[config.mk]
export PLATFORM = sky130hd
export DESIGN_NAME = biss_sample_packer
export DESIGN_NICKNAME = d
export VERILOG_FILES = /design/src/rtl/biss_sample_packer.sv
export SDC_FILE = /design/constraint.sdc
export NUM_CORES = 1
export LEC_CHECK = 0
export ABC_AREA = 1
export BUFFER_PORTS_ARGS = -buffer_cell sky130_fd_sc_hd__buf_4
export CAP_MARGIN = 30
export CORE_MARGIN = 3
export CORE_UTILIZATION = 55
export DETAILED_ROUTE_END_ITERATION = 16
export HOLD_SLACK_MARGIN = 0.12
export PLACE_DENSITY = 0.72
export SETUP_SLACK_MARGIN = 0.2
export SLEW_MARGIN = 10
export SYNTH_ARGS = -nofsm -noshare
export SYNTH_HDL_FRONTEND = slang
export SYNTH_SLANG_ARGS = --single-unit
[constraint.sdc]
create_clock -name axis_aclk -period 6.2 [get_ports axis_aclk]
set_input_delay 0.62 -clock axis_aclk [delete_from_list [all_inputs] [get_ports axis_aclk]]
set_output_delay 0.62 -clock axis_aclk [all_outputs]
set_load 0.02 [all_outputs]
[src/rtl/biss_sample_packer.sv]
// rtl/biss_sample_packer.sv - packs timestamped BiSS-C position samples into 3-word AXI-Stream frames

module biss_sample_packer #(
    parameter int POS_WIDTH = 32,
    parameter int DEPTH     = 4
) (
    input  logic                         axis_aclk,
    input  logic                         axis_aresetn,
    input  logic                         en,
    input  logic                         sample_valid,
    input  logic [POS_WIDTH-1:0]         sample_pos,
    input  logic                         sample_crc_ok,
    input  logic                         sample_err,
    input  logic                         sample_warn,
    output logic                         m_axis_tvalid,
    output logic [31:0]                  m_axis_tdata,
    output logic                         m_axis_tlast,
    output logic [3:0]                   m_axis_tkeep,
    input  logic                         m_axis_tready,
    output logic [$clog2(DEPTH):0]       fifo_level,
    output logic [15:0]                  drop_count
);

    localparam int AW = $clog2(DEPTH);
    localparam logic [AW:0] FULL_LEVEL = (AW + 1)'(DEPTH);

    typedef enum logic [1:0] {IDLE, W0, W1, W2} state_t;

    state_t state, next_state;

    logic [31:0]          timestamp;
    logic [15:0]          seq;
    logic [AW:0]          wr_ptr, rd_ptr, level;
    logic                 empty, full, handshake, pop, push, drop;

    logic [31:0]          mem_ts    [DEPTH];
    logic [POS_WIDTH-1:0] mem_pos   [DEPTH];
    logic [2:0]           mem_flags [DEPTH];
    logic [15:0]          mem_seq   [DEPTH];

    logic [31:0]          hold_pos;
    logic [31:0]          hold_status;

    assign level      = wr_ptr - rd_ptr;
    assign empty      = (level == '0);
    assign full       = (level == FULL_LEVEL);
    assign fifo_level = level;
    assign handshake  = m_axis_tvalid && m_axis_tready;

    // A full FIFO still takes a sample when a frame leaves on the same edge.
    assign push = sample_valid && en && (!full || pop);
    assign drop = sample_valid && en && !push;

    always_ff @(posedge axis_aclk or negedge axis_aresetn) begin
        if (!axis_aresetn) begin
            state <= IDLE;
        end else begin
            state <= next_state;
        end
    end

    always_comb begin
        next_state = state;
        pop        = 1'b0;
        case (state)
            IDLE: begin
                if (!empty) begin
                    pop        = 1'b1;
                    next_state = W0;
                end
            end
            W0: if (handshake) next_state = W1;
            W1: if (handshake) next_state = W2;
            W2: begin
                if (handshake) begin
                    if (!empty) begin
                        pop        = 1'b1;
                        next_state = W0;
                    end else begin
                        next_state = IDLE;
                    end
                end
            end
            default: next_state = IDLE;
        endcase
    end

    always_ff @(posedge axis_aclk) begin
        if (push) begin
            mem_ts[wr_ptr[AW-1:0]]    <= timestamp;
            mem_pos[wr_ptr[AW-1:0]]   <= sample_pos;
            mem_flags[wr_ptr[AW-1:0]] <= {sample_warn, sample_err, sample_crc_ok};
            mem_seq[wr_ptr[AW-1:0]]   <= seq;
        end
    end

    always_ff @(posedge axis_aclk or negedge axis_aresetn) begin
        if (!axis_aresetn) begin
            timestamp  <= '0;
            seq        <= '0;
            wr_ptr     <= '0;
            rd_ptr     <= '0;
            drop_count <= '0;
        end else begin
            timestamp <= timestamp + 32'd1;
            if (push) begin
                wr_ptr <= wr_ptr + 1'b1;
                seq    <= seq + 16'd1;
            end
            if (pop) begin
                rd_ptr <= rd_ptr + 1'b1;
            end
            if (drop && drop_count != 16'hFFFF) begin
                drop_count <= drop_count + 16'd1;
            end
        end
    end

    // Word0 is driven straight from the FIFO; words 1 and 2 come from the holding registers.
    always_ff @(posedge axis_aclk or negedge axis_aresetn) begin
        if (!axis_aresetn) begin
            m_axis_tvalid <= 1'b0;
            m_axis_tdata  <= '0;
            m_axis_tlast  <= 1'b0;
            m_axis_tkeep  <= '0;
            hold_pos      <= '0;
            hold_status   <= '0;
        end else if (pop) begin
            m_axis_tvalid <= 1'b1;
            m_axis_tdata  <= mem_ts[rd_ptr[AW-1:0]];
            m_axis_tlast  <= 1'b0;
            m_axis_tkeep  <= 4'hF;
            hold_pos      <= 32'(mem_pos[rd_ptr[AW-1:0]]);
            hold_status   <= {mem_seq[rd_ptr[AW-1:0]], 13'b0, mem_flags[rd_ptr[AW-1:0]]};
        end else if (handshake) begin
            case (state)
                W0: m_axis_tdata <= hold_pos;
                W1: begin
                    m_axis_tdata <= hold_status;
                    m_axis_tlast <= 1'b1;
                end
                default: begin
                    m_axis_tvalid <= 1'b0;
                    m_axis_tdata  <= '0;
                    m_axis_tlast  <= 1'b0;
                    m_axis_tkeep  <= '0;
                end
            endcase
        end
    end

endmodule

Yosys cells after proc, flatten, opt, wreduce, memory -nomap -nowiden
Memories as Yosys holds them, arrays and structs flattened. A register that Yosys moved wholly into a read port is not among the register bits.
Cells that the tools add are included.
{"block": "word_totals", "elab_cells": 72, "register_bits": 110, "romBits": 0, "out_inout_bits": 57, "ram_bits": 332, "mem_count": 4, "latch_bits": 0}
{"block": "op_classes", "reduce_logical": 18, "multipliers": 0, "add_sub_neg": 6, "bitwise_logic": 0, "order_cmp": 0, "n_eq_ne": 11, "shifts": 0, "n_mux": 23, "div": 0}
{"memory": "mem_pos", "depth": 4, "width": 32, "rd": 1, "rd_clocked_by_memory_dff": 1, "wr": 1, "line": "37", "rtl": "logic [POS_WIDTH-1:0] mem_pos [DEPTH];"}
{"memory": "mem_ts", "depth": 4, "width": 32, "rd": 1, "rd_clocked_by_memory_dff": 0, "wr": 1, "line": "36", "rtl": "logic [31:0] mem_ts [DEPTH];"}
{"memory": "mem_seq", "depth": 4, "width": 16, "rd": 1, "rd_clocked_by_memory_dff": 1, "wr": 1, "line": "39", "rtl": "logic [15:0] mem_seq [DEPTH];"}
{"memory": "mem_flags", "depth": 4, "width": 3, "rd": 1, "rd_clocked_by_memory_dff": 1, "wr": 1, "line": "38", "rtl": "logic [2:0] mem_flags [DEPTH];"}
{"cell": "2-to-1 mux 32 bit", "count": 2}
{"cell": "one-hot mux 32 bit (2 select lines)", "count": 1}
{"cell": "adder 16 x 1 -> 16 bit, second input constant", "count": 2}
{"cell": "adder 32 x 1 -> 32 bit, second input constant", "count": 1}
{"cell": "inequality test 16 bit, second input constant", "count": 1}
{"cell": "2-to-1 mux 4 bit", "count": 3}
{"cell": "2-to-1 mux 1 bit", "count": 10}
{"cell": "inequality test 2 bit, second input constant", "count": 5}
{"cell": "2-to-1 mux 2 bit", "count": 4}
{"cell": "one-hot mux 2 bit (4 select lines)", "count": 1}
{"cell": "adder 3 x 1 -> 3 bit, second input constant", "count": 2}
{"cell": "logical AND 1 bit", "count": 5}
{"cell": "logical NOT 1 bit", "count": 5}
{"cell": "== test 2 bit, second input constant", "count": 2}
{"cell": "one-hot mux 1 bit (2 select lines)", "count": 2}
{"cell": "AND reduction 2 bit", "count": 2}
{"cell": "AND reduction 4 bit", "count": 1}
{"cell": "== test 3 bit, second input constant", "count": 1}
{"cell": "logical NOT 3 bit", "count": 1}
{"cell": "subtractor 3 bit", "count": 1}
{"cell": "== test 2 x 1 -> 1 bit, second input constant", "count": 1}
{"cell": "logical NOT 2 bit", "count": 1}
{"cell": "inequality test 2 x 1 -> 1 bit, second input constant", "count": 1}
{"cell": "nonzero test 2 bit", "count": 1}
{"cell": "2 further kinds", "count": 2}

Longest topological paths before layout
{"block": "depth", "word_depth": 10, "mapped_depth": 13, "depth_no_buf": 12}

Worst setup path before layout
No wires, ideal clock.
{"block": "synth_timing", "kind": "register to register", "start": "register wr_ptr[0]", "end": "memory mem_flags[0][0], enable pin", "required_time_ns": 5.675, "setup_time_ns": 0.525, "path_stages_with_launch": 10, "path_slack_ns": 0.421, "arrival_ns": 5.254, "n_path_buf": 1, "cell_sequence": "dfrtp_1 > inv_1 > ha_1 > fa_1 > nand3_2 > nand2_1 > nand3_2 > nand2_4 > buf_2 > nor2_1"}
{"block": "synth_via", "elab_chain_cells": 9}
{"item": "start, declared", "line": "33", "rtl": "logic [AW:0] wr_ptr, rd_ptr, level;"}
{"item": "start signal, assigned", "line": "107", "rtl": "wr_ptr <= wr_ptr + 1'b1;"}
{"item": "subtractor 3 bit *", "line": "44", "rtl": "assign level = wr_ptr - rd_ptr;"}
{"item": "via fifo_level[2]", "line": "20", "rtl": "output logic [$clog2(DEPTH):0] fifo_level,"}
{"item": "logical NOT 3 bit", "line": "45", "rtl": "assign empty = (level == '0);"}
{"item": "2-to-1 mux 1 bit", "line": "67, 76"}
{"item": "2-to-1 mux 1 bit", "line": "75", "rtl": "if (handshake) begin"}
{"item": "one-hot mux 1 bit (2 select lines)", "line": "65", "rtl": "case (state)"}
{"item": "logical OR 1 bit *", "line": "51", "rtl": "assign push = sample_valid && en && (!full || pop);"}
{"item": "logical AND 1 bit *", "line": "51"}
{"item": "2-to-1 mux 1 bit *", "line": "89", "rtl": "if (push) begin"}
{"item": "2-to-1 mux 1 bit (implied by the code) *", "line": "92", "rtl": "mem_flags[wr_ptr[AW-1:0]] <= {sample_warn, sample_err, sample_crc_ok};"}
{"item": "end, declared", "line": "38"}
The timed path passes the listed nets; every way through them passes the cells marked *.

Final worst setup path
{"block": "layout_timing", "start": "register rd_ptr[0]", "end": "register rd_ptr[2]"}
{"block": "layout_via", "elab_chain_cells": 5}
{"item": "start, declared", "line": "33"}
{"item": "start signal, assigned", "line": "111", "rtl": "rd_ptr <= rd_ptr + 1'b1;"}
{"item": "subtractor 3 bit", "line": "44"}
{"item": "logical NOT 3 bit", "line": "45"}
{"item": "2-to-1 mux 1 bit", "line": "67, 76"}
{"item": "2-to-1 mux 1 bit", "line": "75"}
{"item": "one-hot mux 1 bit (2 select lines)", "line": "65"}
Several ways; a longest one is shown, not always the timed one.
A chain may end at the register's enable or synchronous reset.

==> impl_metrics.py <==
metrics = {
    "yosys": {
        "yosysWarnings": 0,
        "synth_cell_types": 35,
        "synth-seq-area-share_pct": 68.6,
        "synth_cells": 1839,
        "synth_edf_count": 332,
        "synth.ff_latch_count": 489,
        "ys.flop_type": "edfxtp_1",
        "synth_nets": 1894,
        "synth-async-reset-ratio_pct": 32.1,
        "synth_area_mm2": 0.0203,
        "syn_avg_cell_area_um2": 11.0,
    },
    "clocking": {
        "clkSinkCount": 489,
        "htree_levels": 2,
        "cts_buffers": 49,
        "cts-root-buf": "clkbuf_16",
        "cts_resized": 0,
        "tritoncts": "built",
        "clkLatencyLatePin_ns": 0.57,
        "postCtsSetupBuffers": 0,
        "postCtsHoldBufs": 0,
        "clockBufferDepth": 3,
        "cts.clk_slew.worst_paths_ns": 0.06,
    },
    "power": {
        "power_frac_seq_pct": 41.9,
        "switching_share_pct": 36.6,
        "internal_power_uw": 6900,
        "ir_drop_v": 0.000280,
        "powerDensity_mw_per_mm2": 475,
        "clkPwrFrac_pct": 27.0,
        "p_comb_share_pct": 31.1,
        "p_leak_uw": 0.00906,
        "p_sw_uw": 3980,
    },
    "timing": {
        "slew_violations": 0,
        "setup-tns-final_ns": 0,
        "skew_ns": 0.0138,
        "relSlewSlack_pct": 38.0,
        "worst_slack_ns": 1.81,
        "whs_ns": 0.150,
        "final-setup-viol-count": 0,
        "rsz0062_at_grt": "no",
        "max_freq_mhz": 228,
        "fin_crit_sh_pct": 70.8,
        "min_period_ns": 4.39,
        "finalHoldViolations": 0,
        "worstMarginPinSlew_ns": 0.930,
    },
    "floorplanning": {
        "start_util_pct": 56.4,
        "rows": 69,
        "core-area_mm2": 0.0359,
        "ioPinCount": 97,
        "dieArea_mm2": 0.0392,
        "die_h_um": 198,
        "chipWidth_um": 198,
    },
    "final_layout": {
        "nNetsFinal": 1965,
        "stdcell_count": 2412,
        "syn_to_final_growth_pct": 13.3,
        "fin_util_pct": 63.9,
        "final_common_cell": "nand2_1",
        "most-common-layout-cells": "nand2_1, edfxtp_1, nor2_1, o21ai_0, dfrtp_1",
        "antenna_cells": 0,
        "drive_gt1_share_pct": 10.8,
    },
    "grt": {
        "grt_pass1_wl_mm": 72.8,
        "grt_max_degree": 100,
        "grt-ovfl-total": 0,
        "grt_pass1_vias": 13200,
        "grt_usage_pct": 23.7,
        "antenna_found_initial": 0,
    },
    "critical_path": {
        "worst_r2r_endpoint": "rd_ptr[2]",
        "crit_arrival_ns": 4.83,
        "worstSetupStartpointType": "register",
        "worstPathRequired_ns": 6.65,
        "max_stage_delay_ns": 1.03,
        "cpLargestDelayFamily": "buffers and inverters",
        "critPathCaptureType": "register",
        "slowest_stage": "dfrtp_4",
        "r2r_cells": 11,
        "crit_chain": "ha_1 > fa_1 > nand2_1 > inv_1 > nand3_4 > nand2_4 > inv_2 > buf_4 > nand2_1 > nand2_1 > nand2_1",
        "critical_path.most_common_cell": "nand2_1",
        "r2r-start": "rd_ptr[0]",
        "critical_path_buf_inv_count": 3,
        "critical_path_class": "register to register",
        "worstPathMaxFanout": 83,
        "rrSetupSlack_ns": 1.81,
    },
    "drt": {
        "dr.pass1.iters": 5,
        "dr_total_vias": 13700,
        "dr.first_iter.drc_count": 1229,
        "vias_per_cell": 5.68,
        "drt-total-wl_mm": 45.7,
        "drcViolationCount": 0,
        "routedWlPerCell_um": 19.0,
        "antenna_left": 0,
    },
    "job": {
        "cap_violations": 0,
    },
    "placed_design": {
        "numPlacedInstances": 2319,
        "dp.final_hpwl_mm": 27.6,
        "gp_congestion": 0.866,
        "port_buffers": 96,
        "pre_cts_slack_ns": 1.93,
    },
    "min_path": {
        "hp-class": "input port to async pin",
    },
    "status": {
        "status": "complete, no violations",
    },
}
## kinds of logic (layout without fill, tap and decap cells)
family	Yosys count	count (layout)	share of synthesized area [%]
xor+xnor	51	51	2.21
buf+inv	177	289	3.79
fa+ha+maj	15	15	0.964
compound gates	278	278	7.72
simple gates	829	829	16.7
flops	489	489	68.6
## through the flow
| step | total power, uW | cell area, um2 |
|---|---|---|
| floorplan | 6910 | 20300 |
| global placement | 7850 | 21300 |
| detailed placement | 7970 | 21300 |
| CTS | 10900 | 22900 |
| global route | 11500 | 22900 |
| finish | 10900 | 22900 |
## metal layers
metal	part of all wire, %	GRT usage, %	vias to the layer above
li1	-	-	6452
met1	45	35.3	6675
met2	46	36.5	496
met3	6.8	3.64	77
met4	2.7	7.86	0
met5	0	0	-
## how the worst max path moves through the flow
stage,startpoint,to,cells past startpoint
after floorplan,wr_ptr[0],mem_flags[0][0],9
after CTS,rd_ptr[0],rd_ptr[2],11
after global routing,rd_ptr[0],rd_ptr[2],11
final,rd_ptr[0],rd_ptr[2],11
after global placement,rd_ptr[0],rd_ptr[2],11
after detailed placement,rd_ptr[0],rd_ptr[2],11
## state kept, by name (all words and copies together) (netlist names)
name and cells:
rd_ptr 3, state 2, seq 16, m_axis_tdata 32, m_axis_tlast 1, mem_flags 12
timestamp 32, mem_pos 128, hold_status 19, wr_ptr 3, m_axis_tkeep 1, mem_ts 128
drop_count 16, mem_seq 64, hold_pos 32
## cell usage after synthesis (all sizes together) (2+ instances only)
master	number	area share, %
nand2	439	8.2
edfxtp	332	49
nor2	245	4.6
o21ai	177	4.4
dfrtp	157	19
nand3	112	2.9
inv	83	1.5
o22ai	69	2.1
clkbuf	49	0.91
buf	43	1.3
xor2	29	1.3
xnor2	22	0.95
nor3	15	0.37
a22oi	14	0.52
ha	14	0.86
nand4	14	0.46
o211ai	13	0.48
a22o	4	0.17
nand3b	3	0.11
clkinv	2	0.037
## area by class of cell
cell class / count / area, um2
clock buffers: 74 / 1480
clock inverters: 18 / 150
fillers: 2758 / 13000
inverters: 85 / 322
multi-input cells: 1173 / 5620
flip-flops and latches: 489 / 13900
well taps: 461 / 577
repair buffers: 112 / 890
## power by group through the flow
| stage | logic, uW | registers (uW) | clock network (uW) |
|---|---|---|---|
| after global routing | 3780 | 4620 | 3130 |
| after global placement | 3250 | 4600 | 0 |
| after detailed placement | 3360 | 4610 | 0 |
| after CTS | 3370 | 4560 | 2990 |
| final | 3380 | 4560 | 2940 |
| after floorplan | 2380 | 4530 | 0 |
Note: power is estimated with default switching activity, not from simulation.
